## config.mk

```make
export PLATFORM = sky130hd
export DESIGN_NAME = score_display_ctrl
export DESIGN_NICKNAME = d
export VERILOG_FILES = /design/src/rtl/wam_pkg.sv /design/src/rtl/bcd_adj3.sv /design/src/rtl/score_display_ctrl.sv
export SDC_FILE = /design/constraint.sdc
export NUM_CORES = 1
export LEC_CHECK = 0
export CORE_ASPECT_RATIO = 1.25
export CORE_MARGIN = 2
export CORE_UTILIZATION = 30
export CTS_BUF_LIST = sky130_fd_sc_hd__clkbuf_4
export CTS_CLUSTER_SIZE = 16
export DETAILED_ROUTE_END_ITERATION = 7
export DONT_BUFFER_PORTS = 1
export GPL_ROUTABILITY_DRIVEN = 0
export PLACE_DENSITY_LB_ADDON = 0.25
export SYNTH_ARGS = -nofsm -noshare
export SYNTH_HDL_FRONTEND = slang
export SYNTH_HIERARCHICAL = 1
export SYNTH_SLANG_ARGS = --single-unit
export TNS_END_PERCENT = 30
```

## constraint.sdc

```tcl
create_clock -name clock -period 2 [get_ports clock]
set_clock_uncertainty 0.1 [all_clocks]
set_input_delay 0.4 -clock clock [delete_from_list [all_inputs] [get_ports clock]]
set_output_delay 0.4 -clock clock [all_outputs]
set_load 0.03 [all_outputs]
```

## src/rtl/wam_pkg.sv

```systemverilog
// Shared types and constants for the score display controller.
package wam_pkg;

    typedef enum logic [1:0] {
        IDLE,
        CONV,
        DONE
    } state_t;

    localparam int unsigned BCD_W    = 4;
    localparam logic [3:0]  ERR_CODE = 4'hF;

    // Largest value representable with n decimal digits (10^n - 1).
    function automatic longint unsigned pow10_minus1(input int unsigned n);
        longint unsigned p;
        p = 64'd1;
        for (int unsigned i = 0; i < n; i++) begin
            p = p * 64'd10;
        end
        return p - 64'd1;
    endfunction

    // Number of decimal digits needed for 2^bw - 1.
    function automatic int unsigned dec_digits(input int unsigned bw);
        longint unsigned m;
        int unsigned     d;
        m = (64'd1 << bw) - 64'd1;
        d = 1;
        while (m >= 64'd10) begin
            m = m / 64'd10;
            d = d + 1;
        end
        return d;
    endfunction

endpackage

```

## src/rtl/bcd_adj3.sv

```systemverilog
// Double-dabble nibble correction: add 3 when the nibble is 5 or more.
module bcd_adj3
    import wam_pkg::*;
(
    input  logic [BCD_W-1:0] nib_i,
    output logic [BCD_W-1:0] nib_o
);

    // Pre-shift correction so the doubled nibble carries correctly into decimal.
    always_comb begin
        nib_o = nib_i;
        if (nib_i >= 4'd5) begin
            nib_o = nib_i + 4'd3;
        end
    end

endmodule

```

## src/rtl/score_display_ctrl.sv

```systemverilog
// Binary score to BCD converter driving the per-digit 7-segment decoders,
// with leading-zero blanking and an all-"E" overflow pattern.
module score_display_ctrl
    import wam_pkg::*;
#(
    parameter int unsigned BIN_WIDTH = 10,
    parameter int unsigned DIGITS    = 3
) (
    input  logic                    clock,
    input  logic                    reset,
    input  logic [BIN_WIDTH-1:0]    value,
    input  logic                    load,
    output logic                    busy,
    output logic                    done,
    output logic                    overflow,
    output logic [4*DIGITS-1:0]     digits,
    output logic [DIGITS-1:0]       digit_en
);

    localparam longint unsigned MAX_VAL = pow10_minus1(DIGITS);
    // Accumulator is wide enough for the full BCD form of 2^BIN_WIDTH-1.
    localparam int unsigned ACC_DIGITS =
        (dec_digits(BIN_WIDTH) > DIGITS) ? dec_digits(BIN_WIDTH) : DIGITS;
    localparam int unsigned ACC_W = BCD_W * ACC_DIGITS;
    localparam int unsigned OUT_W = BCD_W * DIGITS;
    localparam int unsigned CNT_W = $clog2(BIN_WIDTH + 1);

    state_t                 state_q, state_d;
    logic [BIN_WIDTH-1:0]   shreg_q, shreg_d;
    logic [ACC_W-1:0]       acc_q, acc_d;
    logic [CNT_W-1:0]       count_q, count_d;
    logic                   ovf_pend_q, ovf_pend_d;
    logic                   done_q, done_d;
    logic                   overflow_q, overflow_d;
    logic [OUT_W-1:0]       digits_q, digits_d;
    logic [DIGITS-1:0]      digit_en_q, digit_en_d;

    logic [ACC_W-1:0]           acc_adj;
    logic [ACC_W+BIN_WIDTH-1:0] shifted;
    logic [DIGITS-1:0]          blank_en;
    logic                       lz_seen;

    for (genvar g = 0; g < ACC_DIGITS; g++) begin : g_adj
        bcd_adj3 u_adj (
            .nib_i (acc_q[g*BCD_W +: BCD_W]),
            .nib_o (acc_adj[g*BCD_W +: BCD_W])
        );
    end

    // One double-dabble step: corrected accumulator and shift register move left together.
    always_comb begin
        shifted = {acc_adj, shreg_q} << 1;
    end

    // Enable a digit when it or any more significant digit is nonzero; ones digit always on.
    always_comb begin
        blank_en = '0;
        lz_seen  = 1'b0;
        for (int unsigned i = 0; i < DIGITS; i++) begin
            lz_seen = lz_seen | (|acc_q[(DIGITS-1-i)*BCD_W +: BCD_W]);
            blank_en[DIGITS-1-i] = lz_seen;
        end
        blank_en[0] = 1'b1;
    end

    // Next-state and datapath control; display outputs only update when leaving DONE.
    always_comb begin
        state_d    = state_q;
        shreg_d    = shreg_q;
        acc_d      = acc_q;
        count_d    = count_q;
        ovf_pend_d = ovf_pend_q;
        done_d     = 1'b0;
        overflow_d = overflow_q;
        digits_d   = digits_q;
        digit_en_d = digit_en_q;
        unique case (state_q)
            IDLE: begin
                if (load) begin
                    shreg_d    = value;
                    acc_d      = '0;
                    count_d    = '0;
                    ovf_pend_d = (64'(value) > MAX_VAL);
                    state_d    = CONV;
                end
            end
            CONV: begin
                acc_d   = shifted[ACC_W+BIN_WIDTH-1:BIN_WIDTH];
                shreg_d = shifted[BIN_WIDTH-1:0];
                count_d = count_q + 1'b1;
                if (count_q == CNT_W'(BIN_WIDTH - 1)) begin
                    state_d = DONE;
                end
            end
            DONE: begin
                done_d     = 1'b1;
                overflow_d = ovf_pend_q;
                if (ovf_pend_q) begin
                    digits_d   = {DIGITS{ERR_CODE}};
                    digit_en_d = '1;
                end else begin
                    digits_d   = acc_q[OUT_W-1:0];
                    digit_en_d = blank_en;
                end
                state_d = IDLE;
            end
            default: state_d = IDLE;
        endcase
    end

    // State and output registers with asynchronous active-low reset.
    always_ff @(posedge clock or negedge reset) begin
        if (!reset) begin
            state_q    <= IDLE;
            shreg_q    <= '0;
            acc_q      <= '0;
            count_q    <= '0;
            ovf_pend_q <= 1'b0;
            done_q     <= 1'b0;
            overflow_q <= 1'b0;
            digits_q   <= '0;
            digit_en_q <= DIGITS'(1);
        end else begin
            state_q    <= state_d;
            shreg_q    <= shreg_d;
            acc_q      <= acc_d;
            count_q    <= count_d;
            ovf_pend_q <= ovf_pend_d;
            done_q     <= done_d;
            overflow_q <= overflow_d;
            digits_q   <= digits_d;
            digit_en_q <= digit_en_d;
        end
    end

    assign busy     = (state_q == CONV);
    assign done     = done_q;
    assign overflow = overflow_q;
    assign digits   = digits_q;
    assign digit_en = digit_en_q;

endmodule

```

# Word-level counts from Yosys, hierarchy flattened
# Index checks and enable logic that the tools add are counted.
# word_totals
regBits	50
inputBits	13
out_inout_bits	18
elab_cells	48
# op_classes
addsub	5
order_cmp	5
n_eq_ne	5
n_mux	16
n_bitwise	1
n_reduce_logical	7
# op_table
cell	n
$pmux 16 s2	1
$pmux 10 s2	1
$ge 4x3->1 const B	4
$mux 16	1
$mux 4	4
$add 4x2->4 const B	3
$mux 12	1
$gt 10x10->1 const B	1
$mux 10	1
$pmux 4 s2	1
$reduce_or 4->1	2
$mux 3	2
$reduce_and 2->1	3
$add 4x1->4 const B	1
$eq 4x4->1 const B	1
$mux 2	2
$pmux 2 s2	1
$add 3x2->3 const B	1
$eq 2x1->1 const B	1
$eq 2x2->1 const B	1
$logic_not 2->1	1
$ne 2x1->1 const B	1
$ne 2x2->1 const B	1
$reduce_bool 2->1	1
other kinds (2)	2

# Logic depth before layout (Yosys ltp)
# Gate-level depths: netlist (run 1).
# depth
depth_word	3
depth_mapped	6
mapped_depth_nobuf	6

# Hierarchy
# The synthesis (run 1) kept the hierarchy.
# modules_own_cells
mod	instances	cells_each	area_each_um2	seq_area_each_um2
score_display_ctrl	1	183	1894.3	1126.1
bcd_adj3	3	16	101.3	0.0

# Worst setup path before layout (run 1)
# OpenSTA, ideal clock, no wires.
# synth_timing
path_type	reg-to-reg
startpoint	reg acc_q[4]
endpoint	reg acc_q[6]
setup_ns	0.121
arrival_ns	1.232
t_required_ns	1.779
path_slack_ns	0.547
path_stages_with_launch	6
path_buffers	0
path_cell_list	dfrtp_1 > ha_1 > nand2b_1 > a21oi_2 > mux2i_1 > a22o_1
# synth_between
elab_chain_len	3
word_cells_on_any_way	4
cone_classes	add/sub: 1; order compare: 1; mux: 2
# synth_lines
item	line	source
start: declaration	score_display_ctrl.sv:30	logic [ACC_W-1:0] acc_q, acc_d;
start signal: assignment	score_display_ctrl.sv:116	acc_q <= '0;
start signal: assignment	score_display_ctrl.sv:126	acc_q <= acc_d;
$add 4x2->4 or $ge 4x3->1 (tied branches)	bcd_adj3.sv:13, bcd_adj3.sv:12	
$mux 4 (*)	bcd_adj3.sv:12	if (nib_i >= 4'd5) begin
named net acc_adj[5]	score_display_ctrl.sv:38	logic [ACC_W-1:0] acc_adj;
$pmux 16 s2 (*)	score_display_ctrl.sv:77	unique case (state_q)
# Mark *: on every way through the listed nets, which the timed path passes. The rest lies on a longest branch.
# A chain may end at the register's enable or synchronous reset.

# Worst setup path after layout (run 1)
# layout_timing
startpoint	reg state_q[1]
endpoint	out busy
# layout_between
elab_chain_len	1
# layout_lines
item	line	source
start: declaration	score_display_ctrl.sv:28	state_t state_q, state_d;
start signal: assignment	score_display_ctrl.sv:124	state_q <= state_d;
$eq 2x1->1	score_display_ctrl.sv:136	assign busy = (state_q == CONV);
end: declaration	score_display_ctrl.sv:13	output logic busy,
# Every way passes these cells.

==> results of run 1 <==
==> power groups by stage <==
stage | Sequential (mW) | Combinational [mW] | Clock [mW]
2_1_floorplan | 1.71 | 1.14 | 0
3_3_place_gp | 1.84 | 1.35 | 0
3_5_place_dp | 1.85 | 1.36 | 0
4_1_cts | 1.83 | 1.40 | 0.521
5_1_grt | 1.89 | 1.60 | 0.569
6_report | 1.82 | 1.37 | 0.501
==> worst max-delay path, delay by kind of cell (launching register included) <==
kind          cells  cell delay, ps
flops             1             440
buf+inv           2             320
simple gates      1             200
==> cell type report <==
type | instances | area, um^2
clock buffer | 5 | 37.5
clock inverter | 3 | 28.8
fill | 734 | 4630
inverter | 10 | 37.5
multi-input combinational | 159 | 952
sequential | 45 | 1130
tap | 90 | 113
timing repair buffer | 9 | 90.1
==> per-layer routing <==
metal	global-route usage	routed length, um
met2	0.193	2100
met4	0.0391	47
met5	0	0
met3	0.0327	240
met1	0.168	2100
==> sequential cells by signal, indices dropped and copies added, names as in the netlist <==
signal / cells
acc_q: 12
digits: 12
shreg_q: 10
count_q: 4
digit_en: 2
state_q: 2
done: 1
overflow: 1
ovf_pend_q: 1
==> timing repair <==
action,in CTS,in global routing
resized for setup,0,1
setup endpoints to repair,0,1
hold buffers,2,0
endpoints found under the hold margin,45,0
==> stage by stage <==
step / utilization / total power, mW / cell area (um^2) / cells / worst slack [ps]
floorplan: - / 2.85 / 2180 / 227 / 547
global placement: 0.325 / 3.18 / 2280 / 311 / 435
detailed placement: 0.325 / 3.21 / 2280 / 311 / 423
CTS: 0.340 / 3.75 / 2380 / 321 / 107
global route: 0.340 / 4.06 / 2390 / 321 / 81.4
finish: 0.340 / 3.70 / 2390 / 321 / 172
==> worst paths after layout <==
path,from,to
setup / recovery,state_q[1],busy
hold / removal,value[0],shreg_q[0]
setup reg to reg,acc_q[5],acc_q[6]
hold reg to reg,count_q[3],count_q[3]
max in group asynchronous,reset,state_q[1]
min in group asynchronous,reset,overflow
==> cell usage in the layout (no fill, tap or decap), types with 2 or more instances in the layout <==
master,count
a22o_1,12
a21oi_2,3
nor2_1,6
buf_4,7
nand2b_1,7
o21ai_1,2
ha_1,8
nor2b_1,10
inv_1,10
mux2i_1,4
o21ai_0,29
inv_6,2
dfrtp_1,44
clkbuf_4,5
xnor2_1,3
a22oi_1,9
nand2_1,44
a21oi_1,10
nand4_1,2
==> impl_metrics.py, run 1 <==
metrics = {
    "layout": {
        "layout.nets": 251,
        "drive_gt1_frac": 0.0952,
        "n_antenna_cell": 0,
        "syn2layout_area_growth_pct": 9.53,
    },
    "sta": {
        "max_freq_mhz": 547,
        "rsz0062_at_grt": "false",
        "tns_ps": 0,
        "setup_viol": 0,
        "post-route-min-period_ps": 1830,
        "final_max_slew_viol_count": 0,
        "hold_ws_ps": 94.8,
        "fin_crit_sh": 0.914,
        "hold_viol_final": 0,
    },
    "drt": {
        "drc_errors": 0,
        "via_per_inst": 4.92,
        "drt_wl_total_um": 4480,
        "dr.pass1.iters": 4,
        "wire_per_inst_um": 14.0,
        "ant_nets": 0,
        "vias": 1580,
        "drt_iter0_drc": 52,
    },
    "critical_path": {
        "path_cells": "nand2b_1 -> inv_1 -> buf_4",
        "critPathRequiredTime_ps": 1500,
        "r2r_slack_ps": 400,
        "critPathMaxFanout": 11,
        "critPathSlowestCell": "dfrtp_1",
        "cp-end-kind": "output port",
        "worst_setup_path_start_kind": "flip-flop",
        "critPathKind": "flip-flop to output port",
        "crit_arrival_ps": 1330,
        "critical-path-max-stage-delay_ps": 440,
        "reg2regPathDepth": 6,
    },
    "clock_network": {
        "numCtsBuffers": 5,
        "clk_pin_slew_ps": 160,
        "tritoncts": "done",
        "cts.htree.levels": 2,
        "cts_setup_buffers": 0,
        "cts_root_buf": "clkbuf_4",
        "clockBufferDepth": 2,
        "clock_latency_ps": 370,
        "clock-sinks": 45,
    },
    "power_and_ir_drop": {
        "p_comb_frac": 0.371,
        "internal_power_mw": 2.08,
        "p_leak_nw": 1.13,
        "p_clk_frac": 0.135,
        "p_switching_mw": 1.62,
        "p_sw_frac": 0.438,
        "seq_power_share": 0.493,
        "power_density_nw_per_um2": 1550,
        "ir_drop_mv": 0.509,
    },
    "die": {
        "io_pins": 31,
        "rows": 34,
        "initial_core_util": 0.310,
        "coreArea_um2": 7020,
        "die_y_um": 99.3,
        "die_x_um": 80.2,
        "die-area_um2": 7960,
    },
    "global_routing": {
        "first_global_vias": 1633,
        "grt_max_degree": 46,
        "overflow": 0,
        "grt_pass1_wl_um": 7820,
        "antenna_found_initial": 0,
        "grtUsageTotal": 0.124,
    },
    "synth": {
        "synthCells": 227,
        "syn_area_um2": 2180,
        "yosys_warnings": 6,
        "avgSynthCellArea_um2": 9.60,
        "synthesis.nets": 248,
    },
    "placed_design": {
        "dp_hpwl_um": 3000,
        "portBuffers": 0,
    },
    "outcome": {
        "status": "complete, no violations",
    },
    "run": {
        "maxCapViolations": 0,
    },
    "worst_hold_path": {
        "hold_path.class": "input pin to flip-flop",
        "hold_depth": 2,
    },
}
Power figures use the tool's default switching activity.
==> run 2, diff against run 1 <==
ABC_AREA = 1   (was default)
ABC_CLOCK_PERIOD_IN_PS = 2000   (was default)
==> run 2 against run 1 <==
  * Synthesized area grew 7.4%
  * Largest cell class unchanged
  * Highest routed layer unchanged
  * Final area grew 6.9%
  * Total power grew 6.8%
==> impl_metrics.py, run 2 <==
metrics = {
    "die": {
        "rows": 36,
        "coreArea_um2": 7700,
        "io_pins": 31,
        "die_x_um": 83.0,
        "die_y_um": 103,
        "die-area_um2": 8530,
        "initial_core_util": 0.304,
    },
    "sta": {
        "worst_pin_slew_ps": 685,
        "setup_viol": 0,
        "tns_ps": 0,
        "post-route-min-period_ps": 1850,
        "max_freq_mhz": 540,
        "rsz0062_at_grt": "false",
        "slew_headroom": 0.541,
        "fin_crit_sh": 0.927,
        "hold_viol_final": 0,
        "final_max_slew_viol_count": 0,
    },
    "clock_network": {
        "clock_latency_ps": 350,
        "clockBufferDepth": 2,
        "cts.htree.levels": 2,
        "tritoncts": "done",
        "cts_root_buf": "clkbuf_4",
        "numCtsBuffers": 5,
        "clk_pin_slew_ps": 130,
        "cts_setup_buffers": 0,
        "clock-sinks": 45,
    },
    "critical_path": {
        "critPathMaxFanout": 9,
        "critPathRequiredTime_ps": 1500,
        "r2r_slack_ps": 310,
        "critical-path-max-stage-delay_ps": 460,
        "critPathSlowestCell": "dfrtp_1",
        "crit_arrival_ps": 1350,
        "path_cells": "inv_1 -> nor2_4",
        "critPathKind": "flip-flop to output port",
        "reg2regPathDepth": 5,
        "worst_setup_path_start_kind": "flip-flop",
        "cp-end-kind": "output port",
    },
    "global_routing": {
        "antenna_found_initial": 0,
        "grtUsageTotal": 0.130,
        "overflow": 0,
        "grt_max_degree": 46,
        "first_global_vias": 1869,
        "grt_pass1_wl_um": 9010,
    },
    "drt": {
        "wire_per_inst_um": 13.2,
        "via_per_inst": 4.62,
        "drt_iter0_drc": 93,
        "vias": 1831,
        "ant_nets": 0,
        "drc_errors": 0,
        "drt_wl_total_um": 5220,
        "dr.pass1.iters": 4,
    },
    "layout": {
        "register_area_um2": 1130,
        "postLayoutCoreUtil": 0.331,
        "n_antenna_cell": 0,
        "multi_input_area_um2": 1060,
        "final_cell_mix": "92 x nand2_1, 45 x dfrtp_1, 34 x nor2_1",
        "drive_gt1_frac": 0.126,
        "syn2layout_area_growth_pct": 9.04,
        "final_cells": 396,
        "fill_cells": 822,
        "layout.nets": 321,
        "final_common_cell": "nand2_1",
    },
    "synth": {
        "yosys_warnings": 6,
        "syn_area_um2": 2340,
        "synthCells": 296,
        "synthesis.nets": 317,
        "avgSynthCellArea_um2": 7.90,
    },
    "placed_design": {
        "dp_hpwl_um": 3560,
        "portBuffers": 0,
        "place_inst": 385,
    },
    "power_and_ir_drop": {
        "power_density_nw_per_um2": 1550,
        "p_leak_nw": 1.30,
        "ir_drop_mv": 0.553,
    },
    "worst_hold_path": {
        "hold_path.class": "input pin to flip-flop",
        "hold_depth": 2,
    },
    "outcome": {
        "status": "complete, no violations",
    },
    "run": {
        "maxCapViolations": 0,
    },
}
run 2: cell types whose count changed in the layout (fill, tap and decap cells not counted), moves of 8 or more:
cell / previous run / this run
nor2b_1: 10 / 0
nor2_1: 6 / 34
a22oi_1: 9 / 0
a22o_1: 12 / 0
nand2_1: 44 / 92
inv_1: 10 / 23
nand3_1: 1 / 29
a21oi_1: 10 / 1
nor2_4: 0 / 8
run 2: worst paths after layout:
check | from | endpoint
min in group asynchronous | reset | shreg_q[5]
hold / removal | value[0] | shreg_q[0]
setup reg to reg | state_q[1] | ovf_pend_q
max in group asynchronous | reset | acc_q[7]
hold reg to reg | shreg_q[9] | acc_q[0]
setup / recovery | state_q[0] | busy
run 2: area by class of cell:
| class | instances | share of cell area |
|---|---|---|
| Sequential cell | 45 | 0.441 |
| Multi-Input combinational cell | 215 | 0.415 |
| Tap cell | 95 | 0.0466 |
| Inverter | 27 | 0.0397 |
| Timing Repair Buffer | 6 | 0.0265 |
| Clock buffer | 6 | 0.0177 |
| Clock inverter | 2 | 0.0132 |
run 2: worst max-delay path, delay by kind of cell, from the launching register on:
kind / cells / cell delay, ps
buffers and inverters: 1 / 130
DFF: 1 / 460
and+or+nand+nor: 1 / 420
run 2: what timing repair did:
action	4_1_cts	5_1_grt
resized for setup	0	0
hold buffers	2	0
hold endpoints to repair	45	0
endpoints found under the setup margin	0	1
run 2: per-stage QoR:
step	total power [mW]	area [um^2]	hold slack, ps	worst slack, ps
after global placement	3.34	2430	5.60	316
final	3.95	2550	55.7	147
after global routing	4.32	2550	28.6	6.53
after detailed placement	3.38	2430	6.11	321
after CTS	3.98	2540	43.7	77.8
after floorplan	3.01	2340	4.41	628
run 2: where the power goes:
group | internal, mW | switching [mW] | total (mW)
Combinational | 0.583 | 0.968 | 1.55
Sequential | 1.27 | 0.560 | 1.83
Clock | 0.274 | 0.297 | 0.571
run 2: layer usage:
metal	up-vias	global-route usage	part of all wire
li1	933	-	-
met1	863	0.154	0.46
met2	31	0.239	0.50
met3	4	0.0328	0.030
met4	0	0.0303	0.0092
met5	-	0	0
